**config.mk**
```make
export PLATFORM = sky130hd
export DESIGN_NAME = video_timing_gen
export DESIGN_NICKNAME = d
export VERILOG_FILES = /design/src/rtl/video_timing_gen.sv
export SDC_FILE = /design/constraint.sdc
export NUM_CORES = 1
export LEC_CHECK = 0
export ABC_AREA = 0
export CELL_PAD_IN_SITES_DETAIL_PLACEMENT = 1
export CELL_PAD_IN_SITES_GLOBAL_PLACEMENT = 1
export CORE_MARGIN = 2
export CORE_UTILIZATION = 42
export CTS_CLUSTER_DIAMETER = 60
export DETAILED_ROUTE_END_ITERATION = 8
export GPL_ROUTABILITY_DRIVEN = 0
export GPL_TIMING_DRIVEN = 0
export PLACE_DENSITY = 0.83
export SYNTH_ARGS = -nofsm -noshare
export SYNTH_HDL_FRONTEND = slang
export SYNTH_SLANG_ARGS = --single-unit
```
**constraint.sdc**
```tcl
create_clock -name clk -period 6.4 [get_ports clk]
set_input_delay 0.96 -clock clk [delete_from_list [all_inputs] [get_ports clk]]
set_output_delay 0.96 -clock clk [all_outputs]
set_load 0.03 [all_outputs]
```
**src/rtl/video_timing_gen.sv**
```systemverilog
`default_nettype none
// ============================================================================
//  Module   : video_timing_gen
//  Purpose  : Parametrised raster timing generator. Runs on the system clock
//             with a pixel clock-enable and produces pixel positions, blanking,
//             active-low syncs, a blanked registered RGB output and line /
//             vblank strobes. Sync position and screen flip are runtime
//             controls that only take effect at a frame boundary.
//  Ports    : clk, reset      - system clock, synchronous active-high reset
//             ce_pix          - pixel clock-enable, all state advances on it
//             h_adj, v_adj    - signed sync shift (-8..+7 pixels / lines)
//             flip            - mirror HPOS / VPOS
//             iRGB / oRGB     - core colour in / registered blanked colour out
//             HPOS, VPOS      - pixel position (mod 512)
//             HBLK, VBLK      - horizontal / vertical blank
//             HS_N, VS_N      - active-low syncs
//             line_start      - one-clk strobe when hcnt wraps to 0
//             vbl_start       - one-clk strobe on VBLK rising
//  Revision : 1.0 - initial release
// ============================================================================
module video_timing_gen #(
    parameter int H_TOTAL      = 384,
    parameter int H_ACT_START  = 16,
    parameter int H_ACTIVE     = 256,
    parameter int H_SYNC_START = 311,
    parameter int H_SYNC_LEN   = 32,
    parameter int V_TOTAL      = 263,
    parameter int V_ACT_START  = 16,
    parameter int V_ACTIVE     = 192,
    parameter int V_SYNC_START = 235,
    parameter int V_SYNC_LEN   = 7,
    parameter int RGB_W        = 12
) (
    input  logic             clk,
    input  logic             reset,
    input  logic             ce_pix,
    input  logic [3:0]       h_adj,
    input  logic [3:0]       v_adj,
    input  logic             flip,
    input  logic [RGB_W-1:0] iRGB,
    output logic [8:0]       HPOS,
    output logic [8:0]       VPOS,
    output logic [RGB_W-1:0] oRGB,
    output logic             HBLK,
    output logic             VBLK,
    output logic             HS_N,
    output logic             VS_N,
    output logic             line_start,
    output logic             vbl_start
);

    localparam logic [8:0] c_h_last      = 9'(H_TOTAL - 1);
    localparam logic [8:0] c_v_last      = 9'(V_TOTAL - 1);
    localparam logic [8:0] c_h_act_first = 9'(H_ACT_START);
    localparam logic [8:0] c_h_act_last  = 9'(H_ACT_START + H_ACTIVE - 1);
    localparam logic [8:0] c_v_act_first = 9'(V_ACT_START);
    localparam logic [8:0] c_v_act_last  = 9'(V_ACT_START + V_ACTIVE - 1);
    localparam logic [9:0] c_h_sync_start = 10'(H_SYNC_START);
    localparam logic [9:0] c_h_sync_len   = 10'(H_SYNC_LEN);
    localparam logic [9:0] c_v_sync_start = 10'(V_SYNC_START);
    localparam logic [9:0] c_v_sync_len   = 10'(V_SYNC_LEN);

    logic [8:0]       r_hcnt;
    logic [8:0]       r_vcnt;
    logic [3:0]       r_sh_adj;
    logic [3:0]       r_sv_adj;
    logic             r_sflip;
    logic             r_hblk;
    logic             r_vblk;
    logic             r_hs_n;
    logic             r_vs_n;
    logic [RGB_W-1:0] r_rgb;
    logic             r_line_start;
    logic             r_vbl_start;

    logic       w_h_wrap;
    logic       w_v_last;
    logic       w_frame_wrap;
    logic [8:0] w_hcnt_nxt;
    logic [8:0] w_vcnt_nxt;
    logic [3:0] w_sh_adj_nxt;
    logic [3:0] w_sv_adj_nxt;
    logic       w_sflip_nxt;
    logic [9:0] w_hss;
    logic [9:0] w_vss;
    logic       w_hblk_nxt;
    logic       w_vblk_nxt;
    logic       w_hs_n_nxt;
    logic       w_vs_n_nxt;

    assign w_h_wrap     = (r_hcnt == c_h_last);
    assign w_v_last     = (r_vcnt == c_v_last);
    assign w_frame_wrap = w_h_wrap & w_v_last;
    assign w_hcnt_nxt   = w_h_wrap ? 9'd0 : r_hcnt + 9'd1;
    assign w_vcnt_nxt   = w_h_wrap ? (w_v_last ? 9'd0 : r_vcnt + 9'd1) : r_vcnt;

    // Controls are only captured on the frame wrap so a frame never tears.
    // Decoding below uses the value that will be live for the new count.
    assign w_sh_adj_nxt = w_frame_wrap ? h_adj : r_sh_adj;
    assign w_sv_adj_nxt = w_frame_wrap ? v_adj : r_sv_adj;
    assign w_sflip_nxt  = w_frame_wrap ? flip  : r_sflip;

    // Sign-extended sync start; parameter sets keep it inside the raster.
    assign w_hss = c_h_sync_start + {{6{w_sh_adj_nxt[3]}}, w_sh_adj_nxt};
    assign w_vss = c_v_sync_start + {{6{w_sv_adj_nxt[3]}}, w_sv_adj_nxt};

    // Blank / sync decode from the next count so the registered flags line up
    // with the counter values they describe.
    assign w_hblk_nxt = !((w_hcnt_nxt >= c_h_act_first) && (w_hcnt_nxt <= c_h_act_last));
    assign w_vblk_nxt = !((w_vcnt_nxt >= c_v_act_first) && (w_vcnt_nxt <= c_v_act_last));
    assign w_hs_n_nxt = !(({1'b0, w_hcnt_nxt} >= w_hss) &&
                          ({1'b0, w_hcnt_nxt} <  w_hss + c_h_sync_len));
    assign w_vs_n_nxt = !(({1'b0, w_vcnt_nxt} >= w_vss) &&
                          ({1'b0, w_vcnt_nxt} <  w_vss + c_v_sync_len));

    always_ff @(posedge clk) begin
        if (reset) begin
            r_hcnt       <= 9'd0;
            r_vcnt       <= 9'd0;
            r_sh_adj     <= 4'd0;
            r_sv_adj     <= 4'd0;
            r_sflip      <= 1'b0;
            r_hblk       <= 1'b1;
            r_vblk       <= 1'b1;
            r_hs_n       <= 1'b1;
            r_vs_n       <= 1'b1;
            r_rgb        <= '0;
            r_line_start <= 1'b0;
            r_vbl_start  <= 1'b0;
        end else begin
            r_line_start <= 1'b0;
            r_vbl_start  <= 1'b0;
            if (ce_pix) begin
                r_hcnt   <= w_hcnt_nxt;
                r_vcnt   <= w_vcnt_nxt;
                r_sh_adj <= w_sh_adj_nxt;
                r_sv_adj <= w_sv_adj_nxt;
                r_sflip  <= w_sflip_nxt;
                // Uses the current blank flags: one pixel of latency that
                // matches the core's registered pixel pipeline.
                r_rgb    <= (r_hblk | r_vblk) ? '0 : iRGB;
                r_hblk   <= w_hblk_nxt;
                r_vblk   <= w_vblk_nxt;
                r_hs_n   <= w_hs_n_nxt;
                // Vertical sync only moves on a line boundary.
                if (w_h_wrap) begin
                    r_vs_n <= w_vs_n_nxt;
                end
                r_line_start <= w_h_wrap;
                r_vbl_start  <= w_vblk_nxt & ~r_vblk;
            end
        end
    end

    // Positions are a function of the registered counters and flip, so they
    // change in the same cycle as the counters (mod-512 arithmetic).
    assign HPOS = r_sflip ? (c_h_act_last - r_hcnt) : (r_hcnt - c_h_act_first);
    assign VPOS = r_sflip ? (c_v_act_last - r_vcnt) : (r_vcnt - c_v_act_first);

    assign oRGB       = r_rgb;
    assign HBLK       = r_hblk;
    assign VBLK       = r_vblk;
    assign HS_N       = r_hs_n;
    assign VS_N       = r_vs_n;
    assign line_start = r_line_start;
    assign vbl_start  = r_vbl_start;

endmodule
`default_nettype wire

```
# --- Word-level counts from Yosys, hierarchy flattened ---
# Index checks and enable logic that the tools add are counted.
op_classes:
  n_lt_le_gt_ge: 8
  eq_ne: 2
  addsub: 10
  reduce_logical: 11
  muxes: 8
  n_bitwise: 5
ops:
  columns: ["op", "n"]
  rows:
  - ["$mux 9", 5]
  - ["$ge 9x10->1", 2]
  - ["$lt 9x10->1", 2]
  - ["$add 9x1->9 const B", 2]
  - ["$eq 9x9->1 const B", 2]
  - ["$ge 9x5->1 const B", 2]
  - ["$sub 9x5->9 const B", 2]
  - ["$mux 12", 1]
  - ["$add 10x3->10 const B", 1]
  - ["$add 10x6->10 const B", 1]
  - ["$add 9x10->10 const A", 1]
  - ["$add 9x4->10 const A", 1]
  - ["$le 9x8->1 const B", 1]
  - ["$le 9x9->1 const B", 1]
  - ["$sub 8x9->9 const A", 1]
  - ["$sub 9x9->9 const A", 1]
  - ["$mux 4", 2]
  - ["$logic_and 1x1->1", 4]
  - ["$logic_not 1->1", 4]
  - ["$reduce_and 2->1", 2]
  - ["$and 1x1->1", 2]
  - ["$not 1->1", 2]
  - ["$reduce_or 2->1", 1]
  - ["$or 1x1->1", 1]
word_totals:
  ff_bits: 45
  word_cells: 56

# --- Logic depth before layout (Yosys ltp) ---
# Gate-level depths: netlist of the first run.
depth:
  word_depth: 8
  ltp_mapped: 19

# --- Worst setup path after synthesis of the first run ---
# OpenSTA, ideal clock, no wires.
synth_timing:
  kind: "register -> register"
  from: "reg r_vcnt[4]"
  to: "reg r_vs_n, in the netlist VS_N"
  path_buffers: 3
  setup_ns: 0.130
  stages_incl_launch_ff: 20
  t_arrival_ns: 3.284
  t_required_ns: 6.270
  path_slack_ns: 2.986
  cell_sequence: "dfxtp_1 > buf_2 > inv_1 > ha_1 > and4b_1 > nand3_1 > nor2_2 > buf_4 > buf_4 > nor2_1 > a311oi_1 > ha_1 > inv_1 > ha_1 > nand4_1 > nor2_1 > a2111oi_0 > nand2_1 > nor4_1 > a211oi_1"
synth_between:
  elab_chain_len: 8
synth_lines:
  columns: ["item", "line_no", "rtl"]
  rows:
  - ["start: declaration", "64", "logic [8:0] r_vcnt;"]
  - ["start signal: assignment", "135", "r_vcnt <= w_vcnt_nxt;"]
  - ["$eq 9x9->1", "92", "assign w_v_last = (r_vcnt == c_v_last);"]
  - ["$and 1x1->1", "93", "assign w_frame_wrap = w_h_wrap & w_v_last;"]
  - ["$mux 4", "100", "assign w_sv_adj_nxt = w_frame_wrap ? v_adj : r_sv_adj;"]
  - ["$add 9x4->10", "105", "assign w_vss = c_v_sync_start + {{6{w_sv_adj_nxt[3]}}, w_sv_adj_nxt};"]
  - ["$add 10x3->10", "114", "({1'b0, w_vcnt_nxt} < w_vss + c_v_sync_len));"]
  - ["$lt 9x10->1", "114", null]
  - ["$logic_and 1x1->1 (*)", "113", "assign w_vs_n_nxt = !(({1'b0, w_vcnt_nxt} >= w_vss) &&"]
  - ["$logic_not 1->1 (*)", "113", null]
  - ["end signal: assignment", "147", "r_vs_n <= w_vs_n_nxt;"]
  - ["end: declaration", "71", "logic r_vs_n;"]
# Every way passes the cells marked *; elsewhere a longest branch is shown, timed or not.
# A chain may end at the register's enable or synchronous reset.

# --- Worst setup path after layout of the first run ---
layout_timing:
  from: "reg r_hcnt[0]"
  to: "reg r_vs_n, in the netlist VS_N"
layout_between:
  elab_chain_len: 8
layout_lines:
  columns: ["item", "line_no", "rtl"]
  rows:
  - ["start: declaration", "63", "logic [8:0] r_hcnt;"]
  - ["start signal: assignment", "134", "r_hcnt <= w_hcnt_nxt;"]
  - ["$eq 9x9->1 (*)", "91", "assign w_h_wrap = (r_hcnt == c_h_last);"]
  - ["$and 1x1->1", "93", null]
  - ["$mux 4", "100", null]
  - ["$add 9x4->10", "105", null]
  - ["$add 10x3->10", "114", null]
  - ["$lt 9x10->1", "114", null]
  - ["$logic_and 1x1->1", "113", null]
  - ["$logic_not 1->1", "113", null]
# Marked as above.

==> summary.txt, run 1 <==
Status
  • Status: complete, no violations

Global routing
  • Pin count of the biggest net entering global routing: 17
  • First-pass GRT wire length: 16.9 mm
  • Vias in the first global route: 3479
  • Gr usage total: 24.7%
  • GRT overflow: 0
  • Initial antenna violation count: 0

Logic synthesis
  • Post-Syn Area: 0.00334 mm2
  • #FFs+latches synth: 45
  • Yosys warnings: 0
  • Mean post-synth cell area: 7.89 um2
  • Synth cell types: 55
  • Post-synth EDFFs: 0
  • Predominant post-synthesis flop cell: dfxtp_1
  • Post-synthesis sequential area ratio: 27.0%
  • Share of the synthesized area in the top cell type: 27.0%
  • Top cells by area, synth: dfxtp_1 (27%), ha_1 (10%), nor2_1 (6.6%)
  • Yosys top cell by area: dfxtp_1
  • Synth Instances: 423
  • Asr flop ratio synth: 0%

Timing
  • RSZ-0062 raised after global routing: no
  • Final TNS setup: 0 ps
  • Max Freq: 231 MHz
  • Clock Skew: 12.9 ps
  • Final Max Tran Viols: 0
  • Final setup vio count: 0
  • Tmin final: 4340 ps
  • Slew margin rel.: 52.6%
  • Worst-Margin Slew: 711 ps
  • Hold Vio Cnt, Final: 0
  • Fin crit share: 67.8%

Final layout
  • Layout cells sized above 1: 6.33%
  • Final core occ: 53.5%
  • Fin nets: 540
  • Area growth, synth to finish: 24.0%
  • Antenna diodes: 0

CTS
  • Clock Pin Slew Worst Setup and Hold Paths: 100 ps
  • Post-cts gate resize count: 0
  • Clock latency on the worst-skew pair: 310 ps
  • Clk sinks: 45
  • CTS root buffer: clkbuf_8
  • Post-CTS Setup Bufs: 0
  • Inserted Clock Buffers: 5
  • CTS tree: done
  • H-Tree Depth: 2
  • Buffer levels on the longest clock path: 2
  • Post-CTS Hold Buffers: 0

Power
  • Gate power share: 17.5%
  • Leakage: 0.00167 uW
  • Clock Power Share: 33.5%
  • PwrDens: 142 mW/mm2
  • Switching Power: 180 uW
  • Peak supply drop: 0.101 mV
  • Sequential power share: 49.0%
  • Net Sw Frac: 30.6%
  • Pint: 409 uW

Worst setup path
  • Worst-path fanout max: 10
  • Critical Path Sink Type: flip-flop
  • Worst path required time: 6590 ps
  • Reg2reg end: VS_N$_SDFFE_PP1P_
  • Worst EP arrival: 4520 ps
  • Critical Path Source: r_hcnt[0]$_SDFFE_PP0P_
  • Worst R2R Start: r_hcnt[0]$_SDFFE_PP0P_
  • CP Launch Type: flip-flop
  • CP Capture Point: VS_N$_SDFFE_PP1P_
  • R2R Setup Slk: 2060 ps
  • Crit path kind: reg2reg
  • R2R depth: 17

Worst hold path
  • Hold Path Class: reg2reg

Die
  • Cell Rows: 32
  • Die H: 93.2 um
  • Starting Density: 43.2%
  • Width of the die: 93.2 um
  • Die area: 0.00868 mm2
  • I/O pin count: 60
  • Core ar.: 0.00773 mm2

Placement
  • # port buffers: 57
  • Post-DP HPWL: 7.88 mm

Route
  • DRT Pass-1 Iters: 4
  • Initial drt markers: 90
  • Vias: 3254
  • Antenna Nets Post-Route: 0
  • WL/cell: 17.4 um
  • Drt drc: 0
  • Via density: 5.50
  • WL final: 10.3 mm

Run
  • Max cap viols: 0
-- power groups by stage --
| stage | clock network (uW) | logic [uW] | registers, uW |
|---|---|---|---|
| floorplan | 0 | 55.5 | 297 |
| global placement | 0 | 98.8 | 295 |
| detailed placement | 0 | 103 | 295 |
| CTS | 203 | 104 | 289 |
| global route | 215 | 112 | 289 |
| finish | 197 | 103 | 289 |
-- flip-flops by register name (all words and copies together) (netlist names) --
name	count
r_sv_adj	4
oRGB	12
r_sh_adj	4
HBLK	1
VBLK	1
HS_N	1
r_hcnt	9
vbl_start	1
r_sflip	1
r_vcnt	9
line_start	1
VS_N	1
-- worst max-delay path, cell delays in order, from the launching register on --
cell and delay, ps:
dfxtp_1 440, ha_1 330, nand3_1 250, or2_4 350, nor2_2 250, buf_4 260, buf_4 190, nor2_1 70
a311oi_1 340, ha_1 300, inv_1 60, ha_1 240, nand4_1 100, nor2_1 60, a2111oi_0 470, nand2_1 140
nor4_1 240, a211oi_1 110
-- cells in the final DEF (no fill, tap or decap), types with 15 or more instances in the layout --
cell and n:
inv_1 16, nand2_1 28, nor2_1 59, clkbuf_1 15
a21oi_1 34, dfxtp_1 45, mux2i_1 16, ha_1 27
xnor2_1 22, clkdlybuf4s50_1 57, xor2_1 19, nor2b_1 16
o21ai_0 15
-- kinds of logic after synthesis --
group,synth area share [%]
simple gates,24.6
compound gates,15.4
buf+inv,6.52
flops,27.0
xor+xnor,10.8
fa+ha+maj,10.1
mux,5.47
other cells,0.112
-- cell type report --
class | instances | area [um2]
Sequential cell | 45 | 901
Tap cell | 102 | 128
Clock buffer | 5 | 68.8
Fill cell | 957 | 3590
Multi-Input combinational cell | 334 | 2230
Inverter | 16 | 60.1
Buffer | 30 | 158
Timing Repair Buffer | 57 | 571
Clock inverter | 3 | 25.0
-- worst min-delay path by stage --
stage                             startpoint                        to  slack, ps  depth (start not counted)
floorplan           r_sh_adj[0]$_SDFFE_PP0P_  r_sh_adj[0]$_SDFFE_PP0P_        460                          2
global placement    r_sh_adj[3]$_SDFFE_PP0P_  r_sh_adj[3]$_SDFFE_PP0P_        470                          2
detailed placement  r_sh_adj[2]$_SDFFE_PP0P_  r_sh_adj[2]$_SDFFE_PP0P_        490                          2
CTS                        VBLK$_SDFFE_PP1P_      vbl_start$_SDFF_PP0_        520                          1
global route               VBLK$_SDFFE_PP1P_      vbl_start$_SDFF_PP0_        530                          1
finish                     VBLK$_SDFFE_PP1P_      vbl_start$_SDFF_PP0_        520                          1
-- synth_stat cells, drive strengths merged (2+ instances only) --
cell,count
and4,2
nand3,14
a2111oi,2
nor3b,3
nor3,10
and3,3
a211oi,7
a31oi,4
or3,3
o21ai,16
a21o,2
mux2,2
buf,15
ha,27
nor4,4
nand4,6
nor2,61
a2bb2oi,2
mux2i,16
nor2b,16
nand2,28
nand2b,5
clkbuf,15
inv,16
a21oi,34
dfxtp,45
xnor2,22
and2,3
xor2,19
o31ai,5
-- metrics by stage --
stage / instance area, um2 / power [uW] / setup slack [ps] / hold WS, ps / std cells
finish: 4140 / 589 / 2060 / 517 / 592
global route: 4140 / 616 / 1800 / 528 / 592
CTS: 4140 / 595 / 2130 / 522 / 592
detailed placement: 4040 / 398 / 2160 / 493 / 584
global placement: 4040 / 394 / 2510 / 472 / 584
floorplan: 3350 / 353 / 2990 / 460 / 425
-- metal layers --
metal  share of wire [%]  GRT usage [%]
met1                  44           30.0
met2                  52           44.7
met3                 3.0           3.55
met4                 1.6           7.72
met5                   0              0
Power figures use the tool's default switching activity.
==> inputs of run 2 (changes only) <==
--- a/config.mk
+++ b/config.mk
@@ -9,12 +9,12 @@
 export CELL_PAD_IN_SITES_DETAIL_PLACEMENT = 1
 export CELL_PAD_IN_SITES_GLOBAL_PLACEMENT = 1
 export CORE_MARGIN = 2
-export CORE_UTILIZATION = 42
+export CORE_UTILIZATION = 39
 export CTS_CLUSTER_DIAMETER = 60
 export DETAILED_ROUTE_END_ITERATION = 8
 export GPL_ROUTABILITY_DRIVEN = 0
 export GPL_TIMING_DRIVEN = 0
-export PLACE_DENSITY = 0.83
+export PLACE_DENSITY = 0.78
 export SYNTH_ARGS = -nofsm -noshare
 export SYNTH_HDL_FRONTEND = slang
 export SYNTH_SLANG_ARGS = --single-unit
==> constraint.sdc (replaced) <==
create_clock -name clk -period 4.37 [get_ports clk]
set_input_delay 0.6555 -clock clk [delete_from_list [all_inputs] [get_ports clk]]
set_output_delay 0.6555 -clock clk [all_outputs]
set_load 0.03 [all_outputs]
==> run 2 against run 1 <==
  * Sequential cell count stayed put
  * Final cell count is 0.51% higher
  * First-iteration DRC count stayed put
  * Via count is 1.0% lower
  * Critical path type unchanged
==> summary.txt, run 2 (synthesis results as in run 1) <==
Status
  • Status: complete, no violations

CTS
  • Inserted Clock Buffers: 5
  • Clock Pin Slew Worst Setup and Hold Paths: 100 ps
  • Clock latency on the worst-skew pair: 320 ps
  • Buffer levels on the longest clock path: 2
  • Clk sinks: 45
  • H-Tree Depth: 2
  • CTS root buffer: clkbuf_8
  • CTS tree: done

Worst setup path
  • Worst path required time: 4570 ps
  • CP Launch Type: flip-flop
  • Worst EP arrival: 4180 ps
  • Slowest stage cell, crit path: dfxtp_1
  • Crit path cell chain: ha_2 > nand3_1 > or2_4 > nor2_2 > buf_4 > buf_4 > nor2_1 > a311oi_1 > ha_1 > inv_1 > ha_1 > nand4_1 > nor2_1 > a2111oi_0 > nand2_1 > nor4_1 > a211oi_1
  • R2R depth: 17
  • Worst R2R Start: r_hcnt[0]$_SDFFE_PP0P_
  • Critical Path Sink Type: flip-flop
  • Worst-path fanout max: 10
  • Reg2reg end: VS_N$_SDFFE_PP1P_
  • Crit path max-delay family: simple AND/OR/NAND/NOR gates
  • Buf/Inv on CP: 3
  • R2R Setup Slk: 390 ps
  • Critical path's largest stage delay: 450 ps
  • Crit path kind: reg2reg

Global routing
  • Gr usage total: 22.6%
  • GRT overflow: 0
  • First-pass GRT wire length: 16.3 mm
  • Pin count of the biggest net entering global routing: 17
  • Initial antenna violation count: 0
  • Vias in the first global route: 3290

Timing
  • Tmin final: 3980 ps
  • Clock Skew: 11.6 ps
  • Final Max Tran Viols: 0
  • Fin crit share: 91.1%
  • Final TNS setup: 0 ps
  • Worst-Margin Slew: 743 ps
  • Final setup vio count: 0
  • Slew margin rel.: 50.4%
  • RSZ-0062 raised after global routing: no
  • Hold Vio Cnt, Final: 0
  • Max Freq: 251 MHz

Final layout
  • Max reg flops: 12
  • Layout cells sized above 1: 6.53%
  • Antenna diodes: 0
  • Fin nets: 540
  • Most common cell after layout, fill and taps aside: nor2_1
  • Most frequent cells in the layout: nor2_1 (59), clkdlybuf4s50_1 (57), dfxtp_1 (45)
  • Post-Layout Inst Area: 0.00417 mm2
  • Area growth, synth to finish: 24.9%

Die
  • Die area: 0.00932 mm2
  • Width of the die: 96.5 um
  • Starting Density: 40.4%
  • I/O pin count: 60
  • Die H: 96.5 um
  • Cell Rows: 33
  • Core ar.: 0.00826 mm2

Power
  • Final Power: 923 uW
  • PwrDens: 221 mW/mm2
  • Leakage: 0.00168 uW
  • Peak supply drop: 0.151 mV

Route
  • Antenna Nets Post-Route: 0
  • WL/cell: 17.0 um
  • Initial drt markers: 90
  • WL final: 10.1 mm
  • Via density: 5.41
  • Vias: 3220
  • DRT Pass-1 Iters: 4
  • Drt drc: 0

Worst hold path
  • Hold Startpoint: VBLK$_SDFFE_PP1P_
  • Hold Path Class: reg2reg
  • Cell depth of the worst hold path: 1
  • End of the worst hold path: vbl_start$_SDFF_PP0_

Run
  • Max cap viols: 0

Placement
  • Area after DPL: 0.00405 mm2
  • # port buffers: 57
  • Post-DP HPWL: 7.72 mm
-- run 2: cell types whose count changed in the layout (fill, tap and decap cells not counted), sizes merged --
cell | before | now
inv | 18 | 17
bufinv | 0 | 1
-- run 2: repair_timing --
item	in CTS	in global routing
buffers inserted	0	0
hold buffers	0	0
gates resized for setup	0	1
hold endpoints to repair	0	0
setup endpoints to repair	0	1
-- run 2: final cells by class --
type / count / area, um2
repair buffers: 57 / 571
clock inverters: 3 / 48.8
well taps: 105 / 131
fillers: 1051 / 4090
inverters: 16 / 60.1
clock buffers: 5 / 68.8
flip-flops and latches: 45 / 901
plain buffers: 30 / 158
multi-input cells: 334 / 2230
-- run 2: how the worst max path moves through the flow --
stage | start | to | slack, ps | depth (start not counted)
floorplan | r_vcnt[4]$_SDFFE_PP0P_ | VS_N$_SDFFE_PP1P_ | 960 | 19
finish | r_hcnt[0]$_SDFFE_PP0P_ | VS_N$_SDFFE_PP1P_ | 390 | 17
global route | r_hcnt[0]$_SDFFE_PP0P_ | VS_N$_SDFFE_PP1P_ | 3 | 17
global placement | r_hcnt[0]$_SDFFE_PP0P_ | VS_N$_SDFFE_PP1P_ | 460 | 17
CTS | r_hcnt[0]$_SDFFE_PP0P_ | VS_N$_SDFFE_PP1P_ | 330 | 17
detailed placement | r_hcnt[0]$_SDFFE_PP0P_ | VS_N$_SDFFE_PP1P_ | 370 | 17
-- run 2: power by group --
group	leakage, uW	switching [uW]	internal (uW)	total [uW]
Sequential	0.000364	7.21	416	423
Clock	0.0000563	175	175	349
Combinational	0.00126	84.9	65.3	150
-- run 2: per-stage QoR --
stage	utilization, %	hold WS [ps]	std cells	setup WS (ps)
final	50.5	499	595	390
after global routing	50.5	523	595	2.82
after CTS	50.4	501	595	325
after detailed placement	49.0	488	587	369
after global placement	49.0	473	587	458
after floorplan	-	460	425	956
-- run 2: routing by layer --
layer | GRT usage, % | vias up | routed length, um
met2 | 40.0 | 51 | 5030
met4 | 6.34 | 0 | 172
met3 | 3.26 | 16 | 280
met1 | 28.5 | 1564 | 4620
li1 | - | 1589 | -
met5 | 0 | - | 0
